--- config.mk ---
export PLATFORM = sky130hd
export DESIGN_NAME = conversor_bcd_serial
export DESIGN_NICKNAME = d
export VERILOG_FILES = /design/src/rtl/conversor_bcd_serial_pkg.sv /design/src/rtl/bcd_ajuste_digito.sv /design/src/rtl/conversor_bcd_serial.sv
export SDC_FILE = /design/constraint.sdc
export NUM_CORES = 1
export LEC_CHECK = 0
export BUFFER_PORTS_ARGS = -buffer_cell sky130_fd_sc_hd__buf_2
export CORE_MARGIN = 5
export CORE_UTILIZATION = 53
export CTS_CLUSTER_SIZE = 25
export DETAILED_ROUTE_END_ITERATION = 10
export PLACE_DENSITY_LB_ADDON = 0.15
export SLEW_MARGIN = 5
export SYNTH_ARGS = -nofsm -noshare
export SYNTH_HDL_FRONTEND = slang
export SYNTH_SLANG_ARGS = --single-unit
--- constraint.sdc ---
create_clock -name clk_i -period 2.6 [get_ports clk_i]
set_input_delay 0.39 -clock clk_i [delete_from_list [all_inputs] [get_ports clk_i]]
set_output_delay 0.39 -clock clk_i [all_outputs]
set_load 0.005 [all_outputs]
--- src/rtl/conversor_bcd_serial_pkg.sv ---
// conversor_bcd_serial_pkg
// Shared definitions for the serial binary-to-BCD converter:
//   - default input width and digit count
//   - FSM state encoding (IDLE=0, SHIFT=1)
//   - counter width helper and its value for the default width
// Optional feature macro used by the top: BCD_BLANK_ZEROS_EN.
package conversor_bcd_serial_pkg;

  localparam int WIDTH_BIN_DEF = 26;
  localparam int N_DIGITS_DEF  = 8;

  typedef enum logic {
    IDLE  = 1'b0,
    SHIFT = 1'b1
  } state_t;

  // Width of a down-counter that must hold the value w itself.
  function automatic int cntWidth(input int w);
    return $clog2(w + 1);
  endfunction

  localparam int CNT_W = cntWidth(WIDTH_BIN_DEF);

endpackage

--- src/rtl/bcd_ajuste_digito.sv ---
// bcd_ajuste_digito
// Combinational add-3 correction cell of the shift-and-add-3 algorithm.
// A nibble of 5 or more gets 3 added so the following left shift carries
// correctly into the next decimal digit.
// Ports:
//   digit_i  4-bit BCD nibble before correction
//   digit_o  4-bit corrected nibble
module bcd_ajuste_digito (
  input  logic [3:0] digit_i,
  output logic [3:0] digit_o
);

  assign digit_o = (digit_i >= 4'd5) ? (digit_i + 4'd3) : digit_i;

endmodule

--- src/rtl/conversor_bcd_serial.sv ---
// conversor_bcd_serial
// Iterative binary-to-BCD converter with a start/busy/done handshake.
// A conversion takes WIDTH_BIN shift cycles; the result register bcd_o only
// changes on the completing edge, so the displays never see a partial value.
// Ports:
//   clk_i     processor (divided) clock, rising edge
//   reset_i   synchronous active-high reset
//   start_i   conversion request, sampled only while idle
//   bin_i     unsigned binary value to convert
//   busy_o    conversion in progress
//   done_o    one-cycle pulse when bcd_o has been updated
//   bcd_o     packed BCD digits, [3:0] = units
//   blank_o   leading-zero blank mask per digit
// Optional feature: define BCD_BLANK_ZEROS_EN to generate the registered
// leading-zero mask; otherwise blank_o is tied to zero.
module conversor_bcd_serial
  import conversor_bcd_serial_pkg::*;
#(
  parameter int WIDTH_BIN = WIDTH_BIN_DEF,
  parameter int N_DIGITS  = N_DIGITS_DEF
) (
  input  logic                    clk_i,
  input  logic                    reset_i,
  input  logic                    start_i,
  input  logic [WIDTH_BIN-1:0]    bin_i,
  output logic                    busy_o,
  output logic                    done_o,
  output logic [4*N_DIGITS-1:0]   bcd_o,
  output logic [N_DIGITS-1:0]     blank_o
);

  localparam int BcdW = 4 * N_DIGITS;
  localparam int RegW = BcdW + WIDTH_BIN;
  localparam int CntW = cntWidth(WIDTH_BIN);

  state_t              state_q, state_d;
  logic [RegW-1:0]     shiftReg_q, shiftReg_d;
  logic [CntW-1:0]     count_q, count_d;
  logic [BcdW-1:0]     bcd_q, bcd_d;
  logic                done_q, done_d;
  logic                busy_q, busy_d;

  logic [BcdW-1:0]     corrected;
  logic [RegW-1:0]     shifted;

  // One correction cell per BCD nibble of the working register.
  for (genvar g = 0; g < N_DIGITS; g++) begin : gAjuste
    bcd_ajuste_digito uAjuste (
      .digit_i (shiftReg_q[WIDTH_BIN + 4*g +: 4]),
      .digit_o (corrected[4*g +: 4])
    );
  end

  // Corrected BCD field above the untouched binary bits, then shift by one.
  assign shifted = {corrected, shiftReg_q[WIDTH_BIN-1:0]} << 1;

  // Next-state logic: load on start, shift while counting down, publish
  // the result on the cycle the counter runs out.
  always_comb begin
    state_d    = state_q;
    shiftReg_d = shiftReg_q;
    count_d    = count_q;
    bcd_d      = bcd_q;
    done_d     = 1'b0;
    busy_d     = busy_q;
    case (state_q)
      IDLE: begin
        if (start_i) begin
          shiftReg_d = {{BcdW{1'b0}}, bin_i};
          count_d    = CntW'(WIDTH_BIN);
          busy_d     = 1'b1;
          state_d    = SHIFT;
        end
      end
      SHIFT: begin
        shiftReg_d = shifted;
        count_d    = count_q - CntW'(1);
        if (count_q == CntW'(1)) begin
          bcd_d   = shifted[RegW-1 -: BcdW];
          done_d  = 1'b1;
          busy_d  = 1'b0;
          state_d = IDLE;
        end
      end
      default: begin
        state_d = IDLE;
        busy_d  = 1'b0;
      end
    endcase
  end

  // State and datapath registers; reset discards any partial conversion.
  always_ff @(posedge clk_i) begin
    if (reset_i) begin
      state_q    <= IDLE;
      shiftReg_q <= '0;
      count_q    <= '0;
      bcd_q      <= '0;
      done_q     <= 1'b0;
      busy_q     <= 1'b0;
    end else begin
      state_q    <= state_d;
      shiftReg_q <= shiftReg_d;
      count_q    <= count_d;
      bcd_q      <= bcd_d;
      done_q     <= done_d;
      busy_q     <= busy_d;
    end
  end

  assign busy_o = busy_q;
  assign done_o = done_q;
  assign bcd_o  = bcd_q;

`ifdef BCD_BLANK_ZEROS_EN
  logic [N_DIGITS-1:0] blank_q, blank_d;

  // Digit i is blanked when it and every digit above it are zero; the
  // units digit is never blanked so a zero value still shows "0".
  always_comb begin
    logic allZero;
    blank_d = '0;
    allZero = 1'b1;
    for (int i = N_DIGITS - 1; i >= 1; i--) begin
      allZero    = allZero & (bcd_d[4*i +: 4] == 4'd0);
      blank_d[i] = allZero;
    end
  end

  // Mask is updated on the same edge as the published digits.
  always_ff @(posedge clk_i) begin
    if (reset_i) begin
      blank_q <= {{(N_DIGITS-1){1'b1}}, 1'b0};
    end else if (done_d) begin
      blank_q <= blank_d;
    end
  end

  assign blank_o = blank_q;
`else
  assign blank_o = '0;
`endif

endmodule

==> reports/results.ini <==
[timing]
finalHoldWorstSlack_ns = 0.328
worstMarginPinSlew_ns = 0.891
fin_tns_setup_ns = 0
max_freq_ghz = 0.549
setup_viol = 0
slew_violations = 0
rsz0062_at_grt = no
timing.final.crit_share = 0.701
hold_viol = 0
finClkSkew_ns = 0.0106
max_slew_margin = 0.404
post-route-min-period_ns = 1.82

[grt]
first_global_vias = 3181
grt_max_degree = 67
antenna_found_initial = 0
globalRoute.totalOverflow = 0
gr-usage-all-layers = 0.176
grt_pass1_wl_um = 14500

[synth]
netlist_instances = 483
synth_top_cell_area_share = 0.450
synth.largest_area_cell = dfxtp_1
yosysSeqAreaShare = 0.450
yosysWarnings = 0
ys_ff_latch = 98
synth_cell_types = 32
postSynthAreaPerCell_um2 = 9.03
syn_area_mm2 = 0.00436
synth_area_leaders = dfxtp_1, mux2i_1, a21oi_1, a22o_1, ha_1

[floorplanning]
dieArea_mm2 = 0.0101
io-pin-count = 71
die_w_um = 101
initial_core_util = 0.536
row_count = 33
core_mm2 = 0.00813
die_h_um = 101

[drt]
viasPerCell = 5.33
drt_first_pass_iters = 5
ant_nets = 0
drtIter0Drc = 113
routed_wl_um = 8750
routedWlPerCell_um = 13.6
vias = 3429
drc = 0

[setup_path]
max_stage_delay_ns = 0.47
slowest_stage = a21oi_2
worstSetupPathType = flop to flop
crit_chain = inv_1 -> ha_1 -> nor4b_4 -> a21oi_2 -> buf_4 -> a22o_1
crit_required_ns = 2.90
critPathLaunchType = flop
path_delay_family = compound AO/OA/AOI/OAI gates
endpoint_kind = flop
critPathMaxFanout = 24
worst_ep_arrival_time_ns = 2.13
cp_num_buf_inv = 2

[cts]
post_cts_resized = 0
clkSinkCount = 98
cts_made_buffers = 9
cts_tree = built
clkSlewWorstSetupHoldPaths_ns = 0.09
max-clock-path-buffers = 2
postCtsSetupBuffers = 0
hold_buffers = 0
root_buffer = clkbuf_8
h-tree-depth = 3
insertion_delay_ns = 0.36

[placement]
gp_congestion = 0.767
dp_hpwl_um = 5920
portBuffers = 62

[layout]
diodes = 0
layout-drive-gt1-share = 0.167
nNetsFinal = 580
fillCellCount = 748
syn_to_final_growth_pct = 12.6

[pwr]
p_leak_uw = 0.00209
ir_drop_mv = 0.280
p_per_area_mw_per_mm2 = 585

[worst_hold_path]
min_path_type = input port to flop

[flow_run]
drv_cap = 0

[status]
status = finished clean

area by class of cell:
type,instances,area (um2),area share
inverter,20,76.3,0.0155
sequential,98,1960,0.399
tap,105,131,0.0267
multi-input combinational,336,2160,0.440
clock buffer,11,141,0.0288
timing repair buffer,68,355,0.0723
clock inverter,5,86.3,0.0176
worst register-to-register path, delay by kind of cell (launching register included):
family                   cells  cell delay (ns)
AO/OA/AOI/OAI                2             0.66
buffers and inverters        2             0.45
flip-flops                   1             0.35
adder cells (fa/ha/maj)      1             0.18
AND/OR/NAND/NOR              1             0.14
per-layer routing:
layer | global-route usage | wire [um]
met4 | 0.0653 | 112
met5 | 0 | 0
met3 | 0.0408 | 430
met2 | 0.303 | 4140
met1 | 0.212 | 4060
cell families (layout without fill, tap and decap cells):
group | Yosys count | after routing | synth area share
AND/OR/NAND/NOR | 131 | 131 | 0.150
XOR/XNOR | 8 | 8 | 0.0161
buffers and inverters | 56 | 104 | 0.0611
adder cells (fa/ha/maj) | 18 | 18 | 0.0516
flip-flops | 98 | 98 | 0.450
AO/OA/AOI/OAI | 135 | 135 | 0.188
multiplexers | 36 | 36 | 0.0829
other | 1 | 8 | 0.000860
registers in the layout, summed over array words and instances, names as in the netlist:
signal	cells
shiftReg_q	58
bcd_o	32
count_q	5
busy_o	1
done_o	1
state_q	1
path summary, 6_finish.rpt:
check | start | end | slack, ns | cells after the start
setup / recovery | count_q[1] | bcd_o[22] | 0.78 | 6
hold / removal | bin_i[0] | shiftReg_q[0] | 0.33 | 3
setup reg to reg | count_q[1] | bcd_o[22] | 0.78 | 6
hold reg to reg | bcd_o[20] | bcd_o[20] | 0.45 | 2
cell usage after synthesis (all sizes together):
master and instances:
o221a 1, o21a 1, clkinv 1, a311oi 1, clkbuf 5, a21oi 60
nor2b 4, inv 19, a22o 33, nand3 8, buf 31, nor3 5
nor3b 23, a211oi 1, nand2b 8, xnor2 8, o21ai 38, mux2 1
dfxtp 98, nor4b 1, ha 18, conb 1, nand3b 1, mux2i 35
nand2 26, nor2 55
where the power goes:
| part | internal [uW] | switching [uW] | total [uW] |
|---|---|---|---|
| clock | 576 | 522 | 1100 |
| combinational | 84.8 | 127 | 211 |
| sequential | 1540 | 29.1 | 1570 |
layout by cell type (no fill, tap or decap), types with 8 or more instances in the layout:
cell       n
a21oi_1   59
a22o_1    33
buf_2     62
clkbuf_8  10
conb_1     8
dfxtp_1   97
ha_1      18
inv_1     19
mux2i_1   35
nand2_1   25
nand2b_1   8
nand3_1    8
nor2_1    55
nor3b_1   23
o21ai_0   15
o21ai_1   23
xnor2_1    8
per-stage QoR:
step / total power, uW / utilization / cells / worst slack (ns) / instance area [um2]
floorplan: 1770 / - / 490 / 1.19 / 4390
global placement: 1810 / 0.576 / 627 / 0.740 / 4690
detailed placement: 1810 / 0.576 / 627 / 0.688 / 4690
CTS: 2910 / 0.604 / 643 / 0.761 / 4910
global route: 3010 / 0.604 / 643 / 0.611 / 4910
finish: 2870 / 0.604 / 643 / 0.777 / 4910
Power figures use the tool's default switching activity.
